File: config.mk
export PLATFORM = sky130hd
export DESIGN_NAME = adder_slice_seq_flat
export DESIGN_NICKNAME = d
export VERILOG_FILES = /design/src/rtl/adder_slice_pkg.sv /design/src/rtl/adder_slice_seq_if.sv /design/src/rtl/adder_slice3.sv /design/src/rtl/adder_slice_seq.sv /design/src/flat_wrapper.sv
export SDC_FILE = /design/constraint.sdc
export NUM_CORES = 1
export LEC_CHECK = 0
export BUFFER_PORTS_ARGS = -buffer_cell sky130_fd_sc_hd__buf_2
export CAP_MARGIN = 30
export CELL_PAD_IN_SITES_DETAIL_PLACEMENT = 0
export CELL_PAD_IN_SITES_GLOBAL_PLACEMENT = 2
export CORE_MARGIN = 2
export CORE_UTILIZATION = 39
export DETAILED_ROUTE_END_ITERATION = 8
export HOLD_SLACK_MARGIN = 0.05
export PLACE_DENSITY_LB_ADDON = 0.1
export SYNTH_ARGS = -nofsm -noshare
export SYNTH_HDL_FRONTEND = slang
export SYNTH_SLANG_ARGS = --single-unit
File: constraint.sdc
create_clock -name clk -period 5.4 [get_ports clk]
set_input_delay 0.54 -clock clk [delete_from_list [all_inputs] [get_ports clk]]
set_output_delay 0.54 -clock clk [all_outputs]
set_load 0.005 [all_outputs]
File: src/rtl/adder_slice_pkg.sv
// Shared types and helpers for the digit-serial slice adder.
// Fixes the slice width that every slice netlist must implement.
package adder_slice_pkg;

    localparam int SLICE_W = 3;

    typedef enum logic [1:0] {
        S_IDLE,
        S_RUN,
        S_DONE
    } state_e;

    function automatic int nslices(input int width);
        return width / SLICE_W;
    endfunction

endpackage

File: src/rtl/adder_slice_seq_if.sv
// Operand/result handshake bundle for adder_slice_seq.
// err exists only when ADDER_SLICE_SEQ_EXACT_CHECK_EN is defined.
interface adder_slice_seq_if #(
    parameter int WIDTH = 12
);

    logic             in_valid;
    logic             in_ready;
    logic [WIDTH-1:0] in_a;
    logic [WIDTH-1:0] in_b;
    logic             in_cin;
    logic             out_valid;
    logic             out_ready;
    logic [WIDTH-1:0] out_sum;
    logic             out_cout;
    logic             busy;
`ifdef ADDER_SLICE_SEQ_EXACT_CHECK_EN
    logic             err;

    modport master (
        output in_valid, in_a, in_b, in_cin, out_ready,
        input  in_ready, out_valid, out_sum, out_cout, busy, err
    );

    modport slave (
        input  in_valid, in_a, in_b, in_cin, out_ready,
        output in_ready, out_valid, out_sum, out_cout, busy, err
    );
`else
    modport master (
        output in_valid, in_a, in_b, in_cin, out_ready,
        input  in_ready, out_valid, out_sum, out_cout, busy
    );

    modport slave (
        input  in_valid, in_a, in_b, in_cin, out_ready,
        output in_ready, out_valid, out_sum, out_cout, busy
    );
`endif

endinterface

File: src/rtl/adder_slice3.sv
// Exact 3-bit ripple-carry slice adder, purely combinational.
// Approximate netlists replace this module with the same port list.
module adder_slice3
    import adder_slice_pkg::*;
(
    input  logic [SLICE_W-1:0] a,
    input  logic [SLICE_W-1:0] b,
    input  logic               cin,
    output logic [SLICE_W-1:0] sum,
    output logic               cout
);

    // Ripple the carry bit by bit through the slice
    always_comb begin
        logic c;
        c   = cin;
        sum = '0;
        for (int i = 0; i < SLICE_W; i++) begin
            sum[i] = a[i] ^ b[i] ^ c;
            c      = (a[i] & b[i]) | (c & (a[i] ^ b[i]));
        end
        cout = c;
    end

endmodule

File: src/rtl/adder_slice_seq.sv
// Digit-serial adder: one 3-bit slice per cycle, LSB first, carry registered.
// Optional macro ADDER_SLICE_SEQ_EXACT_CHECK_EN adds an exact-reference err flag.
module adder_slice_seq
    import adder_slice_pkg::*;
#(
    parameter int WIDTH = 12,
    parameter int SLICE = 3
) (
    input  logic              clk,
    input  logic              rst_n,
    adder_slice_seq_if.slave  bus
);

    localparam int NSL = nslices(WIDTH);
    localparam int IW  = (NSL > 1) ? $clog2(NSL) : 1;
    localparam logic [IW-1:0] LAST = IW'(NSL - 1);

    if (SLICE != SLICE_W) begin : g_bad_slice
        $error("adder_slice_seq: SLICE must equal the slice adder width");
    end
    if ((WIDTH < SLICE_W) || ((WIDTH % SLICE_W) != 0)) begin : g_bad_width
        $error("adder_slice_seq: WIDTH must be a positive multiple of SLICE");
    end

    state_e state;
    state_e state_nxt;

    logic [NSL-1:0][SLICE_W-1:0] a_reg;
    logic [NSL-1:0][SLICE_W-1:0] b_reg;
    logic [NSL-1:0][SLICE_W-1:0] sum_reg;
    logic                        carry_reg;
    logic [IW-1:0]               idx;

    logic [SLICE_W-1:0] s_sum;
    logic               s_cout;
    logic               accept;
    logic               last;

    assign accept = (state == S_IDLE) && bus.in_valid;
    assign last   = (idx == LAST);

    adder_slice3 u_slice (
        .a    (a_reg[idx]),
        .b    (b_reg[idx]),
        .cin  (carry_reg),
        .sum  (s_sum),
        .cout (s_cout)
    );

    // State register
    always_ff @(posedge clk or negedge rst_n) begin
        if (!rst_n) state <= S_IDLE;
        else        state <= state_nxt;
    end

    // Next-state: accept, walk all slices, hold result until taken
    always_comb begin
        state_nxt = state;
        unique case (state)
            S_IDLE:  if (bus.in_valid) state_nxt = S_RUN;
            S_RUN:   if (last) state_nxt = S_DONE;
            S_DONE:  if (bus.out_ready) state_nxt = S_IDLE;
            default: state_nxt = S_IDLE;
        endcase
    end

    // Datapath: latch operands on accept, write one slice per RUN cycle
    always_ff @(posedge clk or negedge rst_n) begin
        if (!rst_n) begin
            a_reg     <= '0;
            b_reg     <= '0;
            sum_reg   <= '0;
            carry_reg <= 1'b0;
            idx       <= '0;
        end else if (accept) begin
            a_reg     <= bus.in_a;
            b_reg     <= bus.in_b;
            sum_reg   <= '0;
            carry_reg <= bus.in_cin;
            idx       <= '0;
        end else if (state == S_RUN) begin
            sum_reg[idx] <= s_sum;
            carry_reg    <= s_cout;
            idx          <= last ? '0 : idx + 1'b1;
        end
    end

`ifdef ADDER_SLICE_SEQ_EXACT_CHECK_EN
    logic [WIDTH:0] ref_reg;

    // Exact reference sum captured alongside the operands
    always_ff @(posedge clk or negedge rst_n) begin
        if (!rst_n) begin
            ref_reg <= '0;
        end else if (accept) begin
            ref_reg <= {1'b0, bus.in_a} + {1'b0, bus.in_b}
                     + {{WIDTH{1'b0}}, bus.in_cin};
        end
    end
`endif

    // Outputs decoded from state; result visible only in DONE
    always_comb begin
        bus.in_ready  = (state == S_IDLE);
        bus.busy      = (state == S_RUN);
        bus.out_valid = (state == S_DONE);
        bus.out_sum   = (state == S_DONE) ? WIDTH'(sum_reg) : '0;
        bus.out_cout  = (state == S_DONE) ? carry_reg : 1'b0;
`ifdef ADDER_SLICE_SEQ_EXACT_CHECK_EN
        bus.err = (state == S_DONE) && ({carry_reg, WIDTH'(sum_reg)} != ref_reg);
`endif
    end

endmodule

File: src/flat_wrapper.sv
// flat-port wrapper written by rule: the top's interface ports become plain ports
module adder_slice_seq_flat import adder_slice_pkg::*;
#(
    parameter int WIDTH = 12,
    parameter int SLICE = 3
)
  (clk, rst_n, bus_in_valid, bus_in_a, bus_in_b, bus_in_cin, bus_out_ready, bus_in_ready, bus_out_valid, bus_out_sum, bus_out_cout, bus_busy);
  adder_slice_seq_if #(.WIDTH(WIDTH)) bus_i ();
  input  logic clk;
  input  logic rst_n;
  input wire logic [$bits(bus_i.in_valid)-1:0] bus_in_valid;
  input wire logic [$bits(bus_i.in_a)-1:0] bus_in_a;
  input wire logic [$bits(bus_i.in_b)-1:0] bus_in_b;
  input wire logic [$bits(bus_i.in_cin)-1:0] bus_in_cin;
  input wire logic [$bits(bus_i.out_ready)-1:0] bus_out_ready;
  output wire logic [$bits(bus_i.in_ready)-1:0] bus_in_ready;
  output wire logic [$bits(bus_i.out_valid)-1:0] bus_out_valid;
  output wire logic [$bits(bus_i.out_sum)-1:0] bus_out_sum;
  output wire logic [$bits(bus_i.out_cout)-1:0] bus_out_cout;
  output wire logic [$bits(bus_i.busy)-1:0] bus_busy;
  assign bus_i.in_valid = bus_in_valid;
  assign bus_i.in_a = bus_in_a;
  assign bus_i.in_b = bus_in_b;
  assign bus_i.in_cin = bus_in_cin;
  assign bus_i.out_ready = bus_out_ready;
  assign bus_in_ready = bus_i.in_ready;
  assign bus_out_valid = bus_i.out_valid;
  assign bus_out_sum = bus_i.out_sum;
  assign bus_out_cout = bus_i.out_cout;
  assign bus_busy = bus_i.busy;
  adder_slice_seq #(.WIDTH(WIDTH), .SLICE(SLICE)) u_core (.clk(clk), .rst_n(rst_n), .bus(bus_i));
endmodule
Word level (Yosys, flattened, before mapping)
Index checks and enable logic that the tools add are counted.
Widths: inputs -> output; s select.

storage, ports and cells
  output and inout bits = 16
  bits of input ports = 29
  register bits = 41

cells by class
  reduce and logical (&&, ||, !) cells = 5
  order comparisons = 2
  $add $sub $neg = 1
  muxes and demuxes = 20
  equal/unequal tests = 6
  bitwise gates (word level) = 15

operator list
  kind                 number
  $mux 12              3
  $bmux 3 s2           2
  $bwmux 12            1
  $mux 2               6
  $mux 3               3
  $and 1x1->1          6
  $demux 3 s2          1
  $pmux 2 s3           1
  $xor 1x1->1          6
  $eq 2x2->1 const B   2
  $ne 2x2->1 const B   2
  $lt 2x3->1 const B   1
  $mux 1               3
  $or 1x1->1           3
  $reduce_and 3->1     1
  $add 2x1->2 const B  1
  $eq 2x1->1 const B   1
  $ge 2x1->1 const B   1
  $logic_and 1x1->1    2
  $logic_not 2->1      1
  $ne 2x1->1 const B   1
  $reduce_bool 2->1    1

Longest topological paths before layout
Gate-level depths: netlist (run 1).

  depth after elaboration = 11
  mapped depth = 9
  depth with buffers taken out = 8

Cells and area by module
Synthesis (run 1) repeated with hierarchy kept, for this count alone.

unflattened totals
  cell total of the unflattened synthesis = 150
  area total of the unflattened synthesis = 2013.2 um^2

modules (own cells, without submodules)
  module           times used  cells an instance  seq. area each (um^2)  area an instance (um^2)
  adder_slice_seq  1           137                1026.0                 1915.6
  adder_slice3     1           13                 0.0                    97.6

Worst setup path after synthesis (run 1)
OpenSTA, ideal clock, no wires.

  kind = flip-flop to flip-flop
  from = reg u_core.idx[0]
  to = reg u_core.sum_reg[2] (netlist bit)
  data arrival time = 2471 ps
  cell stages (with the launch flop) = 10
  path buffers = 1
  data required time = 5310 ps
  slack = 2839 ps
  period minus slack after synthesis = 2561 ps
  path through = dfrtp_1 -> buf_2 -> mux4_2 -> fa_1 -> inv_1 -> fa_1 -> inv_1 -> fa_1 -> nand2b_1 -> o221ai_1

between the ends
  longest elaborated chain between the ends = 11
  elaborated cells between the ends (all ways) = 22
  classes of those cells = 2 x order compare; 9 x mux; 10 x bitwise; 1 x reduce/logical

ends and longest elaborated chain
  what                                  line                                          text
  start, declared                       adder_slice_seq.sv:32                         logic [IW-1:0] idx;
  start signal, assigned                adder_slice_seq.sv:84                         idx <= last ? '0 : idx + 1'b1;
  $bmux 3 s2, on equally long branches  adder_slice_seq.sv:43, adder_slice_seq.sv:44
  $mux 3, on equally long branches      adder_slice_seq.sv:43, adder_slice_seq.sv:44
  $xor 1x1->1                           adder_slice3.sv:20                            c = (a[i] & b[i]) | (c & (a[i] ^ b[i]));
  $and 1x1->1                           adder_slice3.sv:20
  $or 1x1->1                            adder_slice3.sv:20
  $and 1x1->1                           adder_slice3.sv:20
  $or 1x1->1                            adder_slice3.sv:20
  $xor 1x1->1                           adder_slice3.sv:19                            sum[i] = a[i] ^ b[i] ^ c;
  $bwmux 12 (*)                         adder_slice_seq.sv:82                         sum_reg[idx] <= s_sum;
  $mux 12 (*)                           adder_slice_seq.sv:81                         end else if (state == S_RUN) begin
  $mux 12 (*)                           adder_slice_seq.sv:75                         end else if (accept) begin
  end signal, assigned by index         adder_slice_seq.sv:82
  end, declared                         adder_slice_seq.sv:30                         logic [NSL-1:0][SLICE_W-1:0] sum_reg;

Every way passes the cells marked *; elsewhere a longest branch is shown, timed or not. The select of a mux whose other input is x is not followed.
A chain may end at the register's enable or synchronous reset.

Worst setup path after layout (run 1)
Ends and elaborated chain as after synthesis.

==> results.txt, run 1 <==
* Result of the run: completed
* Critical-path maximum fanout: 11
- Before antenna repair, the detailed router went through 4 iterations.
- Tcrit/Tclk final: 0.518
* Setup violators final: 0
- Across the whole layout, storage elements account for 1030 µm².
- Setup slack on the worst reg-to-reg path comes out at 2.61 ns.
- Post-DP HPWL: 3090 µm
- From bottom edge to top edge, the die measures 78.0 µm.
- The clock reaches the later pin of the worst-skew pair after 0.29 ns.
* Arrival time worst endpoint: 3.00 ns
* Fraction of the yosys area taken by sequential cells: 0.481
- Summing all multi-input logic gate instances after layout gives 977 µm².
* Post-layout total power: 1520 µW
- In this run the mean area of a mapped cell was 12.7 µm².
- Number of global-route vias before repair: 1425
- At the end of routability-driven placement, the weighted congestion stood at 0.686.
- Entering global routing, the biggest net connects 42 pins.
* Required time at the worst-slack endpoint: 5.60 ns
- Crit Reg-Reg Endpoint: u_core.sum_reg[2]$_DFFE_PN0P_
- Share of post-route cells with drive strength above 1: 0.393
- Number of unique standard cell types used by synthesis: 27
- Max-slew violation count: 0
- Post-Syn Instances: 168
- Worst Hold Class: input pin to asynchronous set/reset pin
* Number of top-level design ports: 45
- Max-cap violations in this run came to 0.
- The H-tree was split into 2 levels.
- The initial antenna violation count is 0.
* Total Die Area: 6080 µm²
- Setup TNS: 0 ns
- In the final routed layout, each cell accounts on average for 14.5 µm.
- Synth Cell Area: 2130 µm²
- Wire length of the first global-routing pass: 6890 µm
- For the worst flop-to-flop path, the logic depth is 8.
- Counting I/O delays and the setup requirement, the final critical path takes 2.79 ns.
- Worst Setup End Kind: flip-flop
- Buffers from clock root to sink, at most: 2
- Via count of the routed design: 1403
- The final-report hold violation count is 0.
- Post-route clock skew: 0.00416 ns
- Once placement completed, the tool counted placed cells totaling 273.
- For this run, design rule violations remaining after detail routing come to 0.
- Maximum VDD drop: 0.211 mV
- Clock tree from TritonCTS: built
- # rows: 26
- Core Area: 5200 µm²
- Once layout is complete, the utilization of the core stands at 0.482.
- Drt via density: 4.99
- 0 antenna diodes ended up in the layout.
- Worst Tran Pin Value: 0.908 ns
* Post-CTS setup buffer count: 0
- After the first detailed-routing iteration, the DRC count stood at 50.
- Net count after synthesis: 204
* Number of nets in the layout: 246
- STA classifies the critical path startpoint as a flip-flop.
* Clock buffer count from CTS: 5
* Non-filler instance count after layout: 281
- Post-CTS Hold Buffers: 0
- Cell at the root of the clock tree: clkbuf_8
* Total Routing Usage GR: 0.145
- Area grow syn2layout: 17.6%
- Yosys warning total: 0
- Tightest slew margin relative to the limit: 0.395
* Clock sink count: 41
* Clock transition at the registers of the reported paths: 0.08 ns
- RSZ-0062 raised after global routing: false
* Synthesis-stage register bit count: 41
* F_max: 0.358 GHz
* Number of fillers in the final layout: 515
- Number of cells upsized or downsized after cts: 0
- The startpoint identified for the worst register-to-register timing path is u_core.idx[0]$_DFFE_PN0P_.
* DRT Wirelength: 4070 µm
- Areal power density over the cells: 608 nW/µm²
- Type of the setup path with the least slack: flip-flop to flip-flop
- Die Width: 78.0 µm
* Leak Pwr: 0.00118 µW
* Initial Utilization: 0.410
* Number of port buffers: 44
* ANT nets after route: 0
* GRT Residual Overflow: 0
==> stage by stage <==
step	hold WS [ns]	setup slack, ns	area [µm²]
3_5_place_dp	0.494	2.58	2390
2_1_floorplan	0.244	2.84	2130
3_3_place_gp	0.483	2.66	2370
4_1_cts	0.410	2.56	2510
5_1_grt	0.453	2.39	2510
6_report	0.380	2.61	2510
==> metal layers <==
metal	global-route usage	vias to the layer above	routed length, µm
met5	0	-	0
met4	0.0421	0	46
met3	0.0372	6	200
met2	0.246	31	1990
met1	0.182	688	1830
li1	-	678	-
==> report_power, final <==
group          switching (µW)  internal [µW]  total, µW
Clock                     103            150        253
Combinational             327            358        685
Sequential                135            451        586
Total                     565            960       1520
==> synth_stat cells, drive strengths merged <==
cell,number,share of area
clkbuf,1,0.0018
inv,17,0.030
dfrtp,41,0.48
and3b,4,0.016
and2b,1,0.0035
and2,17,0.050
nor2,3,0.0053
a221o,4,0.019
fa,3,0.028
mux4,6,0.063
a221oi,1,0.0041
nor2b,1,0.0029
mux2,24,0.13
o221ai,8,0.033
nor4b,1,0.0041
a21oi,1,0.0023
nand2b,4,0.012
nand2,4,0.0070
buf,9,0.030
o21bai,1,0.0035
o21ba,1,0.0047
nor3b,1,0.0088
ha,4,0.023
a22o,3,0.012
nand3b,8,0.028
==> cell usage in the layout, fill, tap and decap left out, drive strengths merged, types with 4 or more instances in the layout <==
| master | instances |
|---|---|
| and2 | 17 |
| o221ai | 8 |
| inv | 17 |
| a221o | 4 |
| mux2 | 24 |
| buf | 45 |
| nand2b | 4 |
| clkbuf | 6 |
| mux4 | 6 |
| dfrtp | 41 |
| nand3b | 8 |
| and3b | 4 |
| ha | 4 |
| nand2 | 4 |
==> worst max-delay path, stage by stage, from the launching register on <==
cell	delay, ns
dfrtp_1	0.66
mux4_2	0.59
fa_1	0.40
inv_1	0.07
fa_1	0.16
inv_1	0.05
fa_1	0.47
nand2b_1	0.12
o221ai_1	0.20
==> cell type report <==
class | instances | share of cell area
repair buffers | 45 | 0.0937
clock buffers | 6 | 0.0329
inverters | 17 | 0.0254
multi-input cells | 100 | 0.389
well taps | 70 | 0.0349
flip-flops and latches | 41 | 0.409
clock inverters | 2 | 0.0150
==> worst max path at each step <==
stage,from,end,slack [ns],cells after the start
detailed placement,u_core.idx[0]$_DFFE_PN0P_,u_core.sum_reg[2]$_DFFE_PN0P_,2.58,8
global placement,u_core.idx[0]$_DFFE_PN0P_,u_core.sum_reg[5]$_DFFE_PN0P_,2.66,8
finish,u_core.idx[0]$_DFFE_PN0P_,u_core.sum_reg[2]$_DFFE_PN0P_,2.61,8
global route,u_core.idx[0]$_DFFE_PN0P_,u_core.sum_reg[8]$_DFFE_PN0P_,2.39,8
floorplan,u_core.idx[0]$_DFFE_PN0P_,u_core.sum_reg[2]$_DFFE_PN0P_,2.84,9
CTS,u_core.idx[0]$_DFFE_PN0P_,u_core.sum_reg[2]$_DFFE_PN0P_,2.56,8
==> kinds of logic (layout without fill, tap and decap cells) <==
family,after synthesis,after routing,share of synthesized area
muxes,30,30,0.190
DFF,41,41,0.481
and+or+nand+nor,44,44,0.138
adders and majority gates,7,7,0.0516
AOI/OAI and AO/OA,19,19,0.0786
buffers and inverters,27,70,0.0615
Power figures use the tool's default switching activity.
==> inputs of run 2 (changes only) <==
--- a/config.mk
+++ b/config.mk
@@ -10,7 +10,7 @@
 export CELL_PAD_IN_SITES_DETAIL_PLACEMENT = 0
 export CELL_PAD_IN_SITES_GLOBAL_PLACEMENT = 2
 export CORE_MARGIN = 2
-export CORE_UTILIZATION = 39
+export CORE_UTILIZATION = 32
 export DETAILED_ROUTE_END_ITERATION = 8
 export HOLD_SLACK_MARGIN = 0.05
 export PLACE_DENSITY_LB_ADDON = 0.1
==> constraint.sdc (replaced) <==
create_clock -name clk -period 2.34 [get_ports clk]
set_input_delay 0.234 -clock clk [delete_from_list [all_inputs] [get_ports clk]]
set_output_delay 0.234 -clock clk [all_outputs]
set_load 0.005 [all_outputs]
==> run 2 against run 1 <==
Compared with the run above: utilization shrank 7.5 points; clock skew grew 0.00095 ns; setup slack lost 2.7 ns; die area grew 21%; sequential power grew 120%; the flow now finishes with violations (setup timing); total power grew 140%; clock power grew 82%.
==> results.txt, run 2 (synthesized netlist as in run 1, its figures left out) <==
- The area of the die was 7340 µm² (+21%).
* Gp weighted congestion: 0.790 (+15%)
- Counting instances, the worst hold path has a depth of 2.
- The routed wirelength normalized by instance count is 14.8 µm (+2.4%).
* Clock buffer count from CTS: 5 (unchanged)
* GRT Residual Overflow: 0 (unchanged)
- The number of H-tree levels came to 2 (unchanged).
- Initial Utilization: 0.334 (-0.0758)
* Result of the run: finished with violations
- The met3 layer usage reported by global route came to 0.0337 (-0.00352).
- Max-slew violation count: 0 (unchanged)
* Top library cells by usage in the layout, fill and taps aside: 44 x buf_2, 40 x dfrtp_1, 22 x mux2_2, 17 x and2_1, 15 x inv_1
- The via count is 1452 (+3.5%).
* DRT Wirelength: 4380 µm (+7.8%)
- Arrival time worst endpoint: 2.60 ns (-0.40 ns)
- The HPWL after detailed placement is 3280 µm (+6.1%).
* Share of power burned in registers: 0.341 (-0.044)
- Cell at the root of the clock tree: clkbuf_8
- The maximum number of pins on one net before global-route repair is 42 (unchanged).
* Total Routing Usage GR: 0.129 (-0.0152)
* Global-route met2 utilization: 0.219 (-0.0262)
- Clk Latency, worst-skew pair: 0.29 ns (about the same)
- The number of iterations in the first detailed-routing pass came to 4 (unchanged).
- Final Hold Slack: 0.159 ns (-0.220 ns)
- The post-place setup slack came to -0.151 ns (-2.73 ns).
- F_max: 0.418 GHz (+17%)
- Net switching fraction of the power: 0.392 (+0.0216)
* Number of top-level design ports: 45 (unchanged)
- Remaining design rule violation count: 0 (unchanged)
- The clock input transition at the sequential cells of the worst setup and hold paths was 0.08 ns (about the same).
- Post-route setup slack: -0.0524 ns (-2.66 ns)
- Proportion of power drawn by the clock network: 0.124 (-0.042)
- Worst Hold Class: input pin to flip-flop
- # rows: 29 (+12%)
- The worst setup path is launched from a flip-flop.
* Area grow syn2layout: 21.7%
* Worst Tran Pin Value: 0.571 ns (-0.337 ns)
* Type of the setup path with the least slack: flip-flop to flip-flop
- Switching power total: 1460 µW (+160%)
* Worst Setup End Kind: flip-flop
- The final-report hold violation count came to 0 (unchanged).
- The final period demand of the worst path came to 2.39 ns (-0.402 ns).
* Wire length of the first global-routing pass: 7410 µm (+7.5%)
- In this run the most used layer during global routing was met2.
- Diode insertion count for antenna repair: 0 (unchanged)
* Setup violators final: 4 (+4)
- Leaving out fill and tap cells, the most frequent cell in the layout is buf_2.
- The endpoint required time on the critical path is 2.55 ns (-3.05 ns).
- Number of nets in the layout: 254 (+3.3%)
* Met1 Track Usage GR: 0.161 (-0.0213)
- The post-layout utilization of the core is 0.407 (-0.0753).
- ANT nets after route: 0 (unchanged)
- Int Power: 2260 µW (+140%)
- The number of DRC violations after detailed-routing iteration 0 was 55 (+10%).
* Violations in the final reports: setup timing
* Drt via density: 4.91 (-1.8%)
- Number of global-route vias before repair: 1530 (+7.4%)
- Number of antenna violations at the first check in global routing: 0 (unchanged)
- The chip height is 85.7 µm (+9.9%).
- Clock tree from TritonCTS: built
* Post-route clock skew: 0.00511 ns (+0.000947 ns)
- The tightest slew margin relative to the limit came to 0.619 (+0.224).
* Areal power density over the cells: 1430 nW/µm² (+140%)
- The count of input and output buffers is 44 (unchanged).
* Number of maximum-capacitance violations: 0 (unchanged)
* Buffers from clock root to sink, at most: 2 (unchanged)
- The final worst-path cycle share came to 1.02 (+0.505).
- Logic pwr share: 0.535 (+0.086)
* RSZ-0062 raised after global routing: true
* Leak Pwr: 0.00120 µW (+1.9%)
* Clock sink count: 41 (unchanged)
- The worst reg-to-reg path cell count is 8 (unchanged).
- Share of post-route cells with drive strength above 1: 0.457 (+0.0633)
- Critical-path maximum fanout: 4 (-7)
- Die Width: 85.7 µm (+9.9%)
- The maximum vdd drop came to 0.488 mV (+130%).
- The area inside the core boundary is 6390 µm² (+23%).
[run 2: cell count changes in the layout (fill, tap and decap cells not counted), moves of 2 or more]
cell / delta
o221ai_1: -4
inv_2: +2
buf_4: +7
fa_2: +2
o221ai_2: +4
fa_1: -2
inv_1: -2
[run 2: layer usage]
layer / wire length (µm) / share of wire
met1: 1930 / 0.44
met2: 2250 / 0.51
met3: 180 / 0.041
met4: 24 / 0.0055
met5: 0 / 0
[run 2: critical path, cell delays in order (launching register included)]
cell,delay (ns)
dfrtp_2,0.41
mux4_2,0.53
fa_2,0.37
inv_2,0.06
fa_2,0.18
inv_2,0.04
fa_1,0.52
nand2b_4,0.09
o221ai_2,0.13
[run 2: final timing paths]
path                       slack (ns)                            end                        start
setup / recovery                -0.05  u_core.sum_reg[8]$_DFFE_PN0P_    u_core.idx[0]$_DFFE_PN0P_
hold / removal                   0.16   u_core.a_reg[11]$_DFFE_PN0P_                 bus_in_a[11]
setup reg to reg                -0.05  u_core.sum_reg[8]$_DFFE_PN0P_    u_core.idx[0]$_DFFE_PN0P_
hold reg to reg                  0.49    u_core.b_reg[1]$_DFFE_PN0P_  u_core.b_reg[1]$_DFFE_PN0P_
max in group asynchronous        1.63      u_core.idx[0]$_DFFE_PN0P_                        rst_n
min in group asynchronous        0.27    u_core.state[0]$_DFFE_PN0P_                        rst_n
[run 2: final cells by class]
type                            count  area, µm²
Fill cell                         625       3790
Sequential cell                    41       1030
Multi-Input combinational cell    100       1020
Timing Repair Buffer               53        303
Tap cell                           77       96.3
Clock buffer                        6       72.6
Inverter                           17       63.8
Clock inverter                      2       15.0
[run 2: what timing repair did]
action / in CTS / in global routing
resized for setup: 4 / 6
hold buffers: 0 / 1
endpoints found under the setup margin: 8 / 9
hold endpoints to repair: 0 / 41
pin swaps: 2 / 1
setup buffers: 1 / 0
[run 2: power groups by stage]
stage | combinational (µW) | sequential (µW) | clock [µW]
after floorplan | 1410 | 1180 | 0
after global placement | 1740 | 1270 | 0
after detailed placement | 1780 | 1290 | 0
after CTS | 1830 | 1270 | 481
after global routing | 2230 | 1320 | 512
final | 1990 | 1270 | 460
[run 2: per-stage QoR]
stage               TNS (ns)  cell area [µm²]  std cells  total power [µW]
floorplan             -0.327             2140        168              2590
global placement      -0.368             2430        285              3010
detailed placement    -0.718             2430        285              3070
CTS                   -0.382             2530        294              3590
global route          -0.923             2600        296              4060
finish                -0.186             2600        296              3720
==> inputs of run 3 (changes only) <==
--- a/config.mk
+++ b/config.mk
@@ -5,12 +5,13 @@
 export SDC_FILE = /design/constraint.sdc
 export NUM_CORES = 1
 export LEC_CHECK = 0
+export ABC_CLOCK_PERIOD_IN_PS = 2340
 export BUFFER_PORTS_ARGS = -buffer_cell sky130_fd_sc_hd__buf_2
 export CAP_MARGIN = 30
 export CELL_PAD_IN_SITES_DETAIL_PLACEMENT = 0
-export CELL_PAD_IN_SITES_GLOBAL_PLACEMENT = 2
+export CELL_PAD_IN_SITES_GLOBAL_PLACEMENT = 1
 export CORE_MARGIN = 2
-export CORE_UTILIZATION = 32
+export CORE_UTILIZATION = 39
 export DETAILED_ROUTE_END_ITERATION = 8
 export HOLD_SLACK_MARGIN = 0.05
 export PLACE_DENSITY_LB_ADDON = 0.1
==> constraint.sdc (replaced) <==
create_clock -name clk -period 2.34 [get_ports clk]
set_input_delay 0.234 -clock clk [delete_from_list [all_inputs] [get_ports clk]]
set_output_delay 0.234 -clock clk [all_outputs]
set_load 0.01 [all_outputs]
==> run 3 against run 2 <==
Compared with the run above: the run still ends with setup timing left; first-iteration DRC count increased by 11%; die area decreased by 17%; sequential cell count unchanged; global-route usage increased by 1.8 points; utilization increased by 8.3 points; combinational power decreased by 7%; hold slack got worse by 0.11 ns; register-to-register slack got worse by 0.02 ns; sequential share of layout area increased by 0.76 points; clock skew increased by 0.0016 ns; critical path type unchanged; largest cell class unchanged; largest power group unchanged.
==> results.txt, run 3 (synthesized netlist as in run 1, its figures left out) <==
- Result of the run: finished with violations
- Violations in the final reports: setup timing
* Area grow syn2layout: 19.5%
- Wirelength per Cell: 14.5 µm (-2.3%)
- The final setup skew came to 0.00670 ns (+0.00159 ns).
- Worst Setup Slack post-DPL: -0.113 ns (+0.0382 ns)
- The number of DRC violations after detailed-routing iteration 0 was 61 (+11%).
- Type of the setup path with the least slack: flip-flop to flip-flop
- Final number of hold-violating endpoints: 0 (unchanged)
- TritonCTS built the clock tree.
* Initial Utilization: 0.410 (+0.0758)
* DRT Wirelength: 4120 µm (-5.9%)
- Worst setup SP type: flip-flop
- Uppermost routed layer: met4
- The die outline width came to 78.0 µm (-9.0%).
- Critical-path maximum fanout: 4 (unchanged)
- RSZ-0062 raised after global routing: true
* Gp weighted congestion: 0.719 (-9.0%)
- The met1 layer wirelength in the final routing came to 1870 µm (-2.8%).
- Count of TritonRoute iterations in the first routing pass: 4 (unchanged)
* Max-slew violation count: 0 (unchanged)
* Clk Latency, worst-skew pair: 0.29 ns (about the same)
- Tightest slew margin relative to the limit: 0.400 (-0.219)
- Number of port buffers: 44 (unchanged)
- The HPWL after detailed placement was 3040 µm (-7.1%).
- F_max: 0.414 GHz (-1.0%)
- The final net count is 250 (-1.6%).
* Maximum VDD drop: 0.584 mV (+20%)
- The worst setup path is captured at a flip-flop.
- Leak Pwr: 0.00120 µW (-0.43%)
- The max-capacitance violation count was 0 (unchanged).
- Core Area: 5200 µm² (-18%)
- The detailed-routed wire length on met3 is 205 µm (+14%).
- The final count of negative-setup-slack endpoints is 4 (unchanged).
- The clock input transition at the sequential cells of the worst setup and hold paths came to 0.08 ns (about the same).
* CP dominant cell by count: fa_1
* Number of global-route vias before repair: 1374 (-10%)
- Clock sink count: 41 (unchanged)
- Worst Hold Class: input pin to asynchronous set/reset pin
* Via count of the routed design: 1386 (-4.5%)
* Wire length of the first global-routing pass: 6930 µm (-6.5%)
* Cells along the critical path: mux4_2 -> fa_2 -> inv_2 -> fa_1 -> inv_1 -> fa_1 -> nand2b_4 -> o221ai_1
- GRT Residual Overflow: 0 (unchanged)
* Final worst path period need: 2.42 ns (+0.0249 ns)
- The maximum clock path buffer count was 2 (unchanged).
* Number of antenna violations at the first check in global routing: 0 (unchanged)
- Diode insertion count for antenna repair: 0 (unchanged)
- Slowest stage cell, crit path: fa_1
* Post-CTS Hold Buffers: 0 (unchanged)
- Areal power density over the cells: 1460 nW/µm² (+2.0%)
- Setup TNS: -0.250 ns (-0.0640 ns)
- The post-layout utilization of the core was 0.490 (+0.0830).
- The DRC violation count after routing came to 0 (unchanged).
- Worst Tran Pin Value: 0.900 ns (+0.329 ns)
- The total I/O pin count came to 45 (unchanged).
* Total length of routed met2 wires: 2000 µm (-11%)
- The share of layout cells above drive strength 1 came to 0.428 (-0.0287).
* Commonest non-fill, non-tap cell in the layout: buf_2
- Drt via density: 4.86 (-0.86%)
- Clock buffer count from CTS: 5 (unchanged)
- The number of H-tree levels is 2 (unchanged).
- Tcrit/Tclk final: 1.03 (+0.0106)
* Post-CTS setup buffer count: 0 (-1)
* Total Die Area: 6080 µm² (-17%)
* Required time at the worst-slack endpoint: 2.54 ns (about the same)
* Die height: 78.0 µm (-9.0%)
* Cell at the root of the clock tree: clkbuf_8
* Largest net degree at the start of global routing: 42 (unchanged)
- CP max stage delay: 0.54 ns (about the same)
* Top library cells by usage in the layout, fill and taps aside: 44 x buf_2, 40 x dfrtp_1, 22 x mux2_2, 17 x and2_1, 16 x inv_1
- ANT nets after route: 0 (unchanged)
* # rows: 26 (-10%)
* Arrival time worst endpoint: 2.61 ns (about the same)
* Total Routing Usage GR: 0.148 (+0.0184)
* Post-route setup slack: -0.0773 ns (-0.0249 ns)
## run 3: per-stage QoR
| step | cell area [µm²] | hold WS (ns) | total power, µW | std cells |
|---|---|---|---|---|
| after floorplan | 2140 | -0.0616 | 2600 | 168 |
| after global placement | 2410 | 0.410 | 2990 | 277 |
| after detailed placement | 2410 | 0.415 | 3050 | 277 |
| after CTS | 2530 | 0.0939 | 3660 | 285 |
| after global routing | 2550 | 0.125 | 4060 | 285 |
| final | 2550 | 0.0535 | 3720 | 285 |
## run 3: repair_timing
item | CTS | global route
cloned | 0 | 0
endpoints found under the setup margin | 8 | 9
gates resized for setup | 1 | 3
## run 3: cell type report
cell class	count	area [µm²]
fillers	495	2660
flip-flops and latches	41	1030
multi-input cells	100	993
repair buffers	49	258
well taps	70	87.6
clock buffers	6	82.6
inverters	17	63.8
clock inverters	2	37.5
## run 3: per-layer routing
layer,vias up,global-route usage
met5,-,0
met4,0,0.0474
met3,5,0.0419
met2,32,0.230
met1,671,0.200
li1,678,-
## run 3: worst paths after layout
path                                             startpoint                        endpoint  slack [ns]  cells past startpoint
max in group asynchronous                             rst_n       u_core.idx[0]$_DFFE_PN0P_        1.65                      1
worst min register to register  u_core.b_reg[1]$_DFFE_PN0P_     u_core.b_reg[1]$_DFFE_PN0P_        0.50                      1
worst min-delay path                                  rst_n  u_core.sum_reg[10]$_DFFE_PN0P_        0.05                      1
worst max-delay path              u_core.idx[0]$_DFFE_PN0P_   u_core.sum_reg[5]$_DFFE_PN0P_       -0.08                      8
min in group clk                                bus_in_b[1]     u_core.b_reg[1]$_DFFE_PN0P_        0.16                      2
worst max register to register    u_core.idx[0]$_DFFE_PN0P_   u_core.sum_reg[5]$_DFFE_PN0P_       -0.08                      8
## run 3: worst max-delay path, delay by kind of cell, from the launching register on
family                     cells  cell delay, ns
AOI/OAI and AO/OA              1            0.15
and+or+nand+nor                1            0.08
buffers and inverters          2            0.11
DFF                            1            0.40
adders and majority gates      3            1.06
muxes                          1            0.53
## run 3: power by group
group	internal [µW]	switching, µW
Clock	347	246
Sequential	1040	224
Combinational	939	918
Total	2330	1390
